`config.mk`:
```
export PLATFORM = sky130hd
export DESIGN_NAME = galaxian_dl_ctrl_flat
export DESIGN_NICKNAME = d
export VERILOG_FILES = /design/src/rtl/galaxian_dl_ctrl_if.sv /design/src/rtl/galaxian_dl_ctrl.sv /design/src/flat_wrapper.sv
export SDC_FILE = /design/constraint.sdc
export NUM_CORES = 1
export LEC_CHECK = 0
export BUFFER_PORTS_ARGS = -buffer_cell sky130_fd_sc_hd__buf_2
export CELL_PAD_IN_SITES_DETAIL_PLACEMENT = 0
export CELL_PAD_IN_SITES_GLOBAL_PLACEMENT = 1
export CORE_MARGIN = 1
export CORE_UTILIZATION = 40
export DETAILED_ROUTE_END_ITERATION = 10
export PLACE_DENSITY_LB_ADDON = 0.1
export SLEW_MARGIN = 20
export SYNTH_ARGS = -nofsm -noshare
export SYNTH_HDL_FRONTEND = slang
export SYNTH_SLANG_ARGS = --single-unit
```
`constraint.sdc`:
```
create_clock -name clk_sys -period 2.87 [get_ports clk_sys]
set_clock_uncertainty 0.15 [all_clocks]
set_input_delay 0.574 -clock clk_sys [delete_from_list [all_inputs] [get_ports clk_sys]]
set_output_delay 0.574 -clock clk_sys [all_outputs]
set_load 0.02 [all_outputs]
```
`src/rtl/galaxian_dl_ctrl_if.sv`:
```
// ROM download bus between data_io (master) and galaxian_dl_ctrl (slave):
// the ioctl-side write stream plus the registered, region-decoded write port.
interface galaxian_dl_ctrl_if;
    logic        dl_active_i;
    logic [7:0]  dl_index_i;
    logic        dl_wr_i;
    logic [24:0] dl_addr_i;
    logic [7:0]  dl_data_i;
    logic [15:0] rom_addr_o;
    logic [7:0]  rom_data_o;
    logic        pgm_we_o;
    logic        gfx1k_we_o;
    logic        gfx1h_we_o;
    logic        prom_we_o;

    modport master (
        output dl_active_i, dl_index_i, dl_wr_i, dl_addr_i, dl_data_i,
        input  rom_addr_o, rom_data_o, pgm_we_o, gfx1k_we_o, gfx1h_we_o, prom_we_o
    );

    modport slave (
        input  dl_active_i, dl_index_i, dl_wr_i, dl_addr_i, dl_data_i,
        output rom_addr_o, rom_data_o, pgm_we_o, gfx1k_we_o, gfx1h_we_o, prom_we_o
    );
endinterface

```
`src/rtl/galaxian_dl_ctrl.sv`:
```
// Galaxian ROM download front end: region write strobes, core reset sequencing, status.
// Optional DL_CHECKSUM_EN adds a 16-bit byte sum (dl_sum_o) checked against EXPECT_SUM.
module galaxian_dl_ctrl #(
    parameter logic [7:0]  ROM_INDEX    = 8'd0,
    parameter logic [16:0] EXPECT_BYTES = 17'h6020,
    parameter int unsigned HOLD_CYCLES  = 1024
`ifdef DL_CHECKSUM_EN
    ,
    parameter logic [15:0] EXPECT_SUM   = 16'h0000
`endif
) (
    input  logic              clk_sys,
    input  logic              res_n_i,
    galaxian_dl_ctrl_if.slave dl_if,
    output logic              core_reset_o,
    output logic              dl_done_o,
    output logic              dl_err_o,
    output logic [16:0]       dl_count_o
`ifdef DL_CHECKSUM_EN
    ,
    output logic [15:0]       dl_sum_o
`endif
);

    localparam int HW = (HOLD_CYCLES > 1) ? $clog2(HOLD_CYCLES) : 1;

    typedef enum logic [1:0] {S_IDLE, S_LOAD, S_HOLD, S_RUN} state_t;

    state_t        state_q, state_d;
    logic          active_q;
    logic [HW-1:0] hold_q, hold_d;
    logic [15:0]   addr_q, addr_d;
    logic [7:0]    data_q, data_d;
    logic [3:0]    we_q, we_d;
    logic          core_rst_q, core_rst_d;
    logic          done_q, done_d;
    logic          err_q, err_d;
    logic [16:0]   cnt_q, cnt_d;
    logic          match, rise, fall, sum_bad;
`ifdef DL_CHECKSUM_EN
    logic [15:0]   sum_q, sum_d;
`endif

    function automatic logic [16:0] sat_inc(input logic [16:0] v);
        return (v == 17'h1FFFF) ? v : v + 17'd1;
    endfunction

    // One-hot {prom, 1H, 1K, pgm}; zero means the address is outside the image.
    function automatic logic [3:0] region(input logic [24:0] a);
        if (a < 25'h4000)      return 4'b0001;
        else if (a < 25'h5000) return 4'b0010;
        else if (a < 25'h6000) return 4'b0100;
        else if (a < 25'h6020) return 4'b1000;
        else                   return 4'b0000;
    endfunction

    assign match = (dl_if.dl_index_i == ROM_INDEX);
    assign rise  = match & dl_if.dl_active_i & ~active_q;
    assign fall  = ~dl_if.dl_active_i & active_q;

`ifdef DL_CHECKSUM_EN
    assign sum_bad = (EXPECT_SUM != 16'h0000) && (sum_q != EXPECT_SUM);
`else
    assign sum_bad = 1'b0;
`endif

    always_comb begin
        state_d = state_q;
        hold_d  = hold_q;
        addr_d  = addr_q;
        data_d  = data_q;
        we_d    = 4'b0000;
        err_d   = err_q;
        cnt_d   = cnt_q;
`ifdef DL_CHECKSUM_EN
        sum_d   = sum_q;
`endif
        if (rise && state_q != S_LOAD) begin
            state_d = S_LOAD;
            hold_d  = '0;
            err_d   = 1'b0;
            cnt_d   = '0;
`ifdef DL_CHECKSUM_EN
            sum_d   = '0;
`endif
        end else begin
            unique case (state_q)
                S_LOAD: begin
                    if (dl_if.dl_wr_i && match) begin
                        addr_d = dl_if.dl_addr_i[15:0];
                        data_d = dl_if.dl_data_i;
                        we_d   = region(dl_if.dl_addr_i);
                        if (we_d != 4'b0000) begin
                            cnt_d = sat_inc(cnt_q);
`ifdef DL_CHECKSUM_EN
                            sum_d = sum_q + {8'h00, dl_if.dl_data_i};
`endif
                        end else begin
                            err_d = 1'b1;
                        end
                    end
                    // The count check must include a write landing on the falling cycle.
                    if (fall) begin
                        state_d = S_HOLD;
                        hold_d  = '0;
                        if (cnt_d != EXPECT_BYTES) err_d = 1'b1;
                    end
                end
                S_HOLD: begin
                    if (hold_q == HW'(HOLD_CYCLES - 1)) begin
                        if (err_q || sum_bad) begin
                            err_d   = 1'b1;
                            state_d = S_IDLE;
                        end else begin
                            state_d = S_RUN;
                        end
                    end else begin
                        hold_d = hold_q + 1'b1;
                    end
                end
                default: ;
            endcase
        end
        core_rst_d = (state_d != S_RUN);
        done_d     = (state_d == S_RUN);
    end

    // Edge-detect copy resets high so a download already active at release is not taken.
    always_ff @(posedge clk_sys or negedge res_n_i) begin
        if (!res_n_i) begin
            state_q    <= S_IDLE;
            active_q   <= 1'b1;
            hold_q     <= '0;
            addr_q     <= '0;
            data_q     <= '0;
            we_q       <= '0;
            core_rst_q <= 1'b1;
            done_q     <= 1'b0;
            err_q      <= 1'b0;
            cnt_q      <= '0;
`ifdef DL_CHECKSUM_EN
            sum_q      <= '0;
`endif
        end else begin
            state_q    <= state_d;
            active_q   <= dl_if.dl_active_i;
            hold_q     <= hold_d;
            addr_q     <= addr_d;
            data_q     <= data_d;
            we_q       <= we_d;
            core_rst_q <= core_rst_d;
            done_q     <= done_d;
            err_q      <= err_d;
            cnt_q      <= cnt_d;
`ifdef DL_CHECKSUM_EN
            sum_q      <= sum_d;
`endif
        end
    end

    assign dl_if.rom_addr_o   = addr_q;
    assign dl_if.rom_data_o   = data_q;
    assign dl_if.pgm_we_o     = we_q[0];
    assign dl_if.gfx1k_we_o   = we_q[1];
    assign dl_if.gfx1h_we_o   = we_q[2];
    assign dl_if.prom_we_o    = we_q[3];
    assign core_reset_o       = core_rst_q;
    assign dl_done_o          = done_q;
    assign dl_err_o           = err_q;
    assign dl_count_o         = cnt_q;
`ifdef DL_CHECKSUM_EN
    assign dl_sum_o           = sum_q;
`endif

endmodule

```
`src/flat_wrapper.sv`:
```
// flat-port wrapper written by rule: the top's interface ports become plain ports
module galaxian_dl_ctrl_flat 
#(
    parameter logic [7:0]  ROM_INDEX    = 8'd0,
    parameter logic [16:0] EXPECT_BYTES = 17'h6020,
    parameter int unsigned HOLD_CYCLES  = 1024

)
  (clk_sys, res_n_i, core_reset_o, dl_done_o, dl_err_o, dl_count_o, dl_if_dl_active_i, dl_if_dl_index_i, dl_if_dl_wr_i, dl_if_dl_addr_i, dl_if_dl_data_i, dl_if_rom_addr_o, dl_if_rom_data_o, dl_if_pgm_we_o, dl_if_gfx1k_we_o, dl_if_gfx1h_we_o, dl_if_prom_we_o);
  galaxian_dl_ctrl_if dl_if_i ();
  input  logic clk_sys;
  input  logic res_n_i;
  output logic core_reset_o;
  output logic dl_done_o;
  output logic dl_err_o;
  output logic [16:0] dl_count_o;
  input wire logic [$bits(dl_if_i.dl_active_i)-1:0] dl_if_dl_active_i;
  input wire logic [$bits(dl_if_i.dl_index_i)-1:0] dl_if_dl_index_i;
  input wire logic [$bits(dl_if_i.dl_wr_i)-1:0] dl_if_dl_wr_i;
  input wire logic [$bits(dl_if_i.dl_addr_i)-1:0] dl_if_dl_addr_i;
  input wire logic [$bits(dl_if_i.dl_data_i)-1:0] dl_if_dl_data_i;
  output wire logic [$bits(dl_if_i.rom_addr_o)-1:0] dl_if_rom_addr_o;
  output wire logic [$bits(dl_if_i.rom_data_o)-1:0] dl_if_rom_data_o;
  output wire logic [$bits(dl_if_i.pgm_we_o)-1:0] dl_if_pgm_we_o;
  output wire logic [$bits(dl_if_i.gfx1k_we_o)-1:0] dl_if_gfx1k_we_o;
  output wire logic [$bits(dl_if_i.gfx1h_we_o)-1:0] dl_if_gfx1h_we_o;
  output wire logic [$bits(dl_if_i.prom_we_o)-1:0] dl_if_prom_we_o;
  assign dl_if_i.dl_active_i = dl_if_dl_active_i;
  assign dl_if_i.dl_index_i = dl_if_dl_index_i;
  assign dl_if_i.dl_wr_i = dl_if_dl_wr_i;
  assign dl_if_i.dl_addr_i = dl_if_dl_addr_i;
  assign dl_if_i.dl_data_i = dl_if_dl_data_i;
  assign dl_if_rom_addr_o = dl_if_i.rom_addr_o;
  assign dl_if_rom_data_o = dl_if_i.rom_data_o;
  assign dl_if_pgm_we_o = dl_if_i.pgm_we_o;
  assign dl_if_gfx1k_we_o = dl_if_i.gfx1k_we_o;
  assign dl_if_gfx1h_we_o = dl_if_i.gfx1h_we_o;
  assign dl_if_prom_we_o = dl_if_i.prom_we_o;
  galaxian_dl_ctrl #(.ROM_INDEX(ROM_INDEX), .EXPECT_BYTES(EXPECT_BYTES), .HOLD_CYCLES(HOLD_CYCLES)) u_core (.clk_sys(clk_sys), .res_n_i(res_n_i), .dl_if(dl_if_i), .core_reset_o(core_reset_o), .dl_done_o(dl_done_o), .dl_err_o(dl_err_o), .dl_count_o(dl_count_o));
endmodule
```
# Word-level counts from Yosys, hierarchy flattened
# Index checks and enable logic that the tools add are counted.
[totals] register_bits=61 input_bits=45 word_cells=76 out_inout_bits=48
[classes] n_eq_ne=11 addsub=2 n_bitwise=6 mux=34 n_lt_le_gt_ge=4 reduce_logical=9
[op_table] cell="$mux 17" count=7
[op_table] cell="$lt 25x15->1 const B" count=4
[op_table] cell="$mux 4" count=10
[op_table] cell="$mux 10" count=3
[op_table] cell="$pmux 10 s2" count=1
[op_table] cell="$add 17x1->17 const B" count=1
[op_table] cell="$eq 17x17->1 const B" count=1
[op_table] cell="$ne 17x15->1 const B" count=1
[op_table] cell="$add 10x1->10 const B" count=1
[op_table] cell="$eq 10x10->1 const B" count=1
[op_table] cell="$logic_not 8->1" count=1
[op_table] cell="$mux 2" count=4
[op_table] cell="$mux 1" count=7
[op_table] cell="$ne 3x1->1 const B" count=2
[op_table] cell="$reduce_and 3->1" count=2
[op_table] cell="$eq 2x2->1 const B" count=2
[op_table] cell="$pmux 2 s2" count=1
[op_table] cell="$reduce_bool 4->1" count=1
[op_table] cell="$and 1x1->1" count=3
[op_table] cell="$ne 3x2->1 const B" count=1
[op_table] cell="$not 1->1" count=3
[op_table] cell="$reduce_bool 3->1" count=1
[op_table] cell="$eq 2x1->1 const B" count=1
[op_table] cell="$logic_and 1x1->1" count=2
[op_table] cell="other kinds (5)" count=5

# Depth between registers and ports, before layout
[logic_depth] word_depth=18 depth_mapped=9 mapped_depth_nobuf=8

# Worst setup path before layout
# OpenSTA, ideal clock, no wires.
[synth_path] kind="register to register" startpoint="register u_core.cnt_q[7], in the netlist u_core.dl_count_o[7]" endpoint="register u_core.err_q, in the netlist u_core.dl_err_o" path_stages_with_launch=9 n_path_buf=1 synth_period_minus_slack_ns=2.600 arrival_ns=2.326 setup_slack_ns=0.270 setup_time_ns=0.124 t_required_ns=2.596 path_cell_list="dfrtp_1 -> clkdlybuf4s15_1 -> and4_1 -> nor4b_1 -> xnor2_1 -> nand4_2 -> a211oi_2 -> o2111ai_1 -> o31a_1"
[synth_between] elab_chain_cells=11 word_cells_on_any_way=12 cone_classes="1 x add/sub; 2 x eq/ne; 9 x mux"
[synth_rtl] element="start, declared" line_no="galaxian_dl_ctrl.sv:38" rtl="logic [16:0] cnt_q, cnt_d;"
[synth_rtl] element="start signal, assigned" line_no="galaxian_dl_ctrl.sv:154" rtl="cnt_q <= cnt_d;"
[synth_rtl] element="$add 17x1->17 or $eq 17x17->1 (tied branches)" line_no="galaxian_dl_ctrl.sv:45" rtl="return (v == 17'h1FFFF) ? v : v + 17'd1;"
[synth_rtl] element="$mux 17" line_no="galaxian_dl_ctrl.sv:45"
[synth_rtl] element="$mux 17" line_no="galaxian_dl_ctrl.sv:93" rtl="if (we_d != 4'b0000) begin"
[synth_rtl] element="$mux 17 (*)" line_no="galaxian_dl_ctrl.sv:89" rtl="if (dl_if.dl_wr_i && match) begin"
[synth_rtl] element="$mux 17 (*)" line_no="galaxian_dl_ctrl.sv:87" rtl="unique case (state_q)"
[synth_rtl] element="$mux 17 (*)" line_no="galaxian_dl_ctrl.sv:78" rtl="if (rise && state_q != S_LOAD) begin"
[synth_rtl] element="$ne 17x15->1 (*)" line_no="galaxian_dl_ctrl.sv:106" rtl="if (cnt_d != EXPECT_BYTES) err_d = 1'b1;"
[synth_rtl] element="$mux 1 (*)" line_no="galaxian_dl_ctrl.sv:106"
[synth_rtl] element="$mux 1 (*)" line_no="galaxian_dl_ctrl.sv:103" rtl="if (fall) begin"
[synth_rtl] element="$pmux 1 s2 (*)" line_no="galaxian_dl_ctrl.sv:87"
[synth_rtl] element="$mux 1 (*)" line_no="galaxian_dl_ctrl.sv:78"
[synth_rtl] element="end signal, assigned" line_no="galaxian_dl_ctrl.sv:153" rtl="err_q <= err_d;"
[synth_rtl] element="end, declared" line_no="galaxian_dl_ctrl.sv:37" rtl="logic err_q, err_d;"
# Every way passes the cells marked *; elsewhere a longest branch is shown, timed or not. The select of a mux whose other input is x is not followed.
# A chain may end at the register's enable or synchronous reset.

# Worst setup path after layout
[layout_path] startpoint="input dl_if_dl_addr_i[7]" endpoint="register u_core.err_q, in the netlist u_core.dl_err_o"
[layout_between] elab_chain_cells=18 word_cells_on_any_way=23 cone_classes="4 x order compare; 1 x eq/ne; 17 x mux; 1 x reduce/logical"
[layout_rtl] element="start, declared" line_no="flat_wrapper.sv:20" rtl="input wire logic [$bits(dl_if_i.dl_addr_i)-1:0] dl_if_dl_addr_i;"
[layout_rtl] element="$lt 25x15->1" line_no="galaxian_dl_ctrl.sv:53" rtl="else if (a < 25'h6020) return 4'b1000;"
[layout_rtl] element="$mux 4" line_no="galaxian_dl_ctrl.sv:53"
[layout_rtl] element="$mux 4" line_no="galaxian_dl_ctrl.sv:52" rtl="else if (a < 25'h6000) return 4'b0100;"
[layout_rtl] element="$mux 4" line_no="galaxian_dl_ctrl.sv:51" rtl="else if (a < 25'h5000) return 4'b0010;"
[layout_rtl] element="$mux 4 (*)" line_no="galaxian_dl_ctrl.sv:50" rtl="if (a < 25'h4000) return 4'b0001;"
[layout_rtl] element="$mux 4 (*)" line_no="galaxian_dl_ctrl.sv:89"
[layout_rtl] element="$mux 4 (*)" line_no="galaxian_dl_ctrl.sv:87"
[layout_rtl] element="$mux 4 (*)" line_no="galaxian_dl_ctrl.sv:78"
[layout_rtl] element="[2 not listed]"
[layout_rtl] element="$mux 17" line_no="galaxian_dl_ctrl.sv:89"
[layout_rtl] element="$mux 17" line_no="galaxian_dl_ctrl.sv:87"
[layout_rtl] element="$mux 17" line_no="galaxian_dl_ctrl.sv:78"
[layout_rtl] element="$ne 17x15->1" line_no="galaxian_dl_ctrl.sv:106"
[layout_rtl] element="$mux 1" line_no="galaxian_dl_ctrl.sv:106"
[layout_rtl] element="$mux 1 (*)" line_no="galaxian_dl_ctrl.sv:103"
[layout_rtl] element="$pmux 1 s2 (*)" line_no="galaxian_dl_ctrl.sv:87"
[layout_rtl] element="$mux 1 (*)" line_no="galaxian_dl_ctrl.sv:78"
# Marked as above.

==> impl_metrics.toml <==
[timing]
rsz0062_at_grt = "false"
worst_pin_slew_ns = 0.793
final_hold_viol_count = 0
setup_violations = 0
period_share = 0.900
layout_min_cycle_time_ns = 2.58
fmax_mhz = 387
setup_tns_ns = 0
maxSlewViolCount = 0
relSlewSlack = 0.469

[global_route]
grt_pass1_vias = 2646
track_usage = 0.191
antenna_found_initial = 0
grt-ovfl-total = 0
grt_pass1_wl_um = 12700
grt_max_degree = 39

[cts]
cts_setup_buffers = 0
clk_path_buf_depth = 2
cts_resized = 0
root_buffer = "clkbuf_8"
hold_buffers = 0
numCtsBuffers = 9
path_clk_slew_ns = 0.07
cts_tree = "built"
htreeDepth = 3
clk_latency_ns = 0.34
numClockSinks = 61

[logic_synthesis]
synth_most_common_cell = "dfrtp_1"
yosysTopAreaCellShare = 0.449
synthTopCellsByArea = "dfrtp_1, mux2_2, nand2_1"
netlist_top_cells_count = "dfrtp_1, nand2_1, nor2_1"
syn_area_mm2 = 0.00329
synth_edf_count = 0
synth.avg_cell_area_um2 = 10.2
ys.flop_type = "dfrtp_1"
synth_top_area_cell = "dfrtp_1"
synth_nets = 371
syn_inst = 321
yosys_warnings = 0
synthArstFlopShare = 1.00
ys_types = 53
yosysSeqAreaShare = 0.465
yosys_register_bits = 61

[final_layout]
final_nets = 480
area_delta_synth_final_pct = 26.6
diodes = 0
final_area_mm2 = 0.00416
drive_above_1_share = 0.393

[power]
power.total_mw = 1.84
peakVddDrop_v = 0.000281
power.density_mw_per_mm2 = 442
leakagePower_nw = 2.12

[floorplanning]
coreArea_mm2 = 0.00785
die_height_um = 92.7
boundaryPins = 93
initial_core_util = 0.419
rows = 32
die-area_mm2 = 0.00859
die_x_um = 92.7

[route]
vias_per_cell = 5.12
wl_um = 7620
drcViolationCount = 0
first_pass_iters = 4
wl_per_cell_um = 14.2
ant_nets = 0
vias = 2748
dr.first_iter.drc_count = 99

[run]
maxCapViolCount = 0

[setup_path]
end_kind = "register"
required_ns = 2.94
rr_startpoint = "u_core.dl_count_o[2]"
arrival_ns = 2.65
worstSetupPathType = "primary input to register"
rr_endpoint = "u_core.dl_err_o"
crit_path_start = "dl_if_dl_addr_i[7]"
startpoint_type = "primary input"
reg2regPathDepth = 7
crit_path_max_fanout = 4
r2r_slack_ns = 0.36

[place]
port_buffers = 92
placed_cell_area_mm2 = 0.00397
dp_hpwl_um = 5750
gp_congestion = 0.884

[outcome]
status = "finished, final reports clean"

[hold_path]
hold_path_class = "primary input to async pin"
metal layers:
layer | vias up | wire [µm] | global-route usage
met3 | 10 | 400 | 0.0402
met4 | 0 | 115 | 0.0692
li1 | 1371 | - | -
met2 | 74 | 3600 | 0.313
met1 | 1293 | 3510 | 0.250
met5 | - | 0 | 0
final cells by class:
cell class,instances,area [µm²]
Tap cell,102,128
Sequential cell,61,1530
Clock inverter,7,66.3
Multi-Input combinational cell,238,1670
Clock buffer,9,124
Fill cell,770,3690
Timing Repair Buffer,111,616
Inverter,9,33.8
placed cells by master, fill, tap and decap left out, types with 3 or more instances in the layout:
master,n
a21o_1,3
a21oi_1,8
a22o_1,6
and3_1,4
and4_1,6
buf_2,92
buf_4,18
clkbuf_8,9
clkinv_2,4
dfrtp_1,59
ha_1,5
inv_1,9
mux2_2,26
mux2i_1,7
nand2_1,34
nand3_1,16
nand4_1,4
nor2_1,29
nor3_1,8
nor4_1,6
o21ai_0,9
xnor2_1,13
xor2_1,11
metrics by stage:
step,hold slack (ns),worst slack (ns),cells,utilization
3_3_place_gp,0.331,0.0536,521,0.506
3_5_place_dp,0.338,-0.0494,521,0.506
2_1_floorplan,0.128,0.270,321,-
4_1_cts,0.0934,0.298,537,0.530
6_report,0.0751,0.288,537,0.530
5_1_grt,0.117,0.232,537,0.530
sequential cells by signal, summed over array words and instances (netlist names):
name,count
u_core.dl_done_o,1
u_core.we_q,4
u_core.dl_err_o,1
u_core.dl_if.rom_data_o,8
u_core.dl_if.rom_addr_o,16
u_core.dl_count_o,17
u_core.hold_q,10
u_core.state_q,2
u_core.core_reset_o,1
u_core.active_q,1
worst max-delay path by stage:
stage	slack [ns]	end	depth (start not counted)
floorplan	0.27	u_core.dl_err_o	8
global placement	0.05	u_core.dl_err_o	8
detailed placement	-0.05	u_core.dl_err_o	9
CTS	0.30	u_core.dl_err_o	9
global route	0.23	u_core.dl_err_o	9
finish	0.29	u_core.dl_err_o	9
logic make-up after synthesis:
kind of cell | count (synthesis) | share of synthesized area
flip-flops | 61 | 0.465
buffers and inverters | 22 | 0.0285
AND/OR/NAND/NOR | 128 | 0.210
adder cells (fa/ha/maj) | 5 | 0.0190
AO/OA/AOI/OAI | 48 | 0.104
multiplexers | 33 | 0.110
XOR/XNOR | 24 | 0.0639
critical path, cell delays in order:
cell,delay (ns)
buf_2,0.10
nor4_1,0.37
buf_4,0.18
a21oi_1,0.11
or3_4,0.39
o31a_1,0.33
a211oi_2,0.21
o2111ai_1,0.14
o31a_1,0.25
where the power goes:
part	total (mW)	internal [mW]	switching [mW]	leakage (nW)
clock network	0.749	0.396	0.354	0.0987
registers	0.901	0.881	0.0193	0.844
logic	0.188	0.0751	0.113	1.17
(Power assumes the default switching activity.)
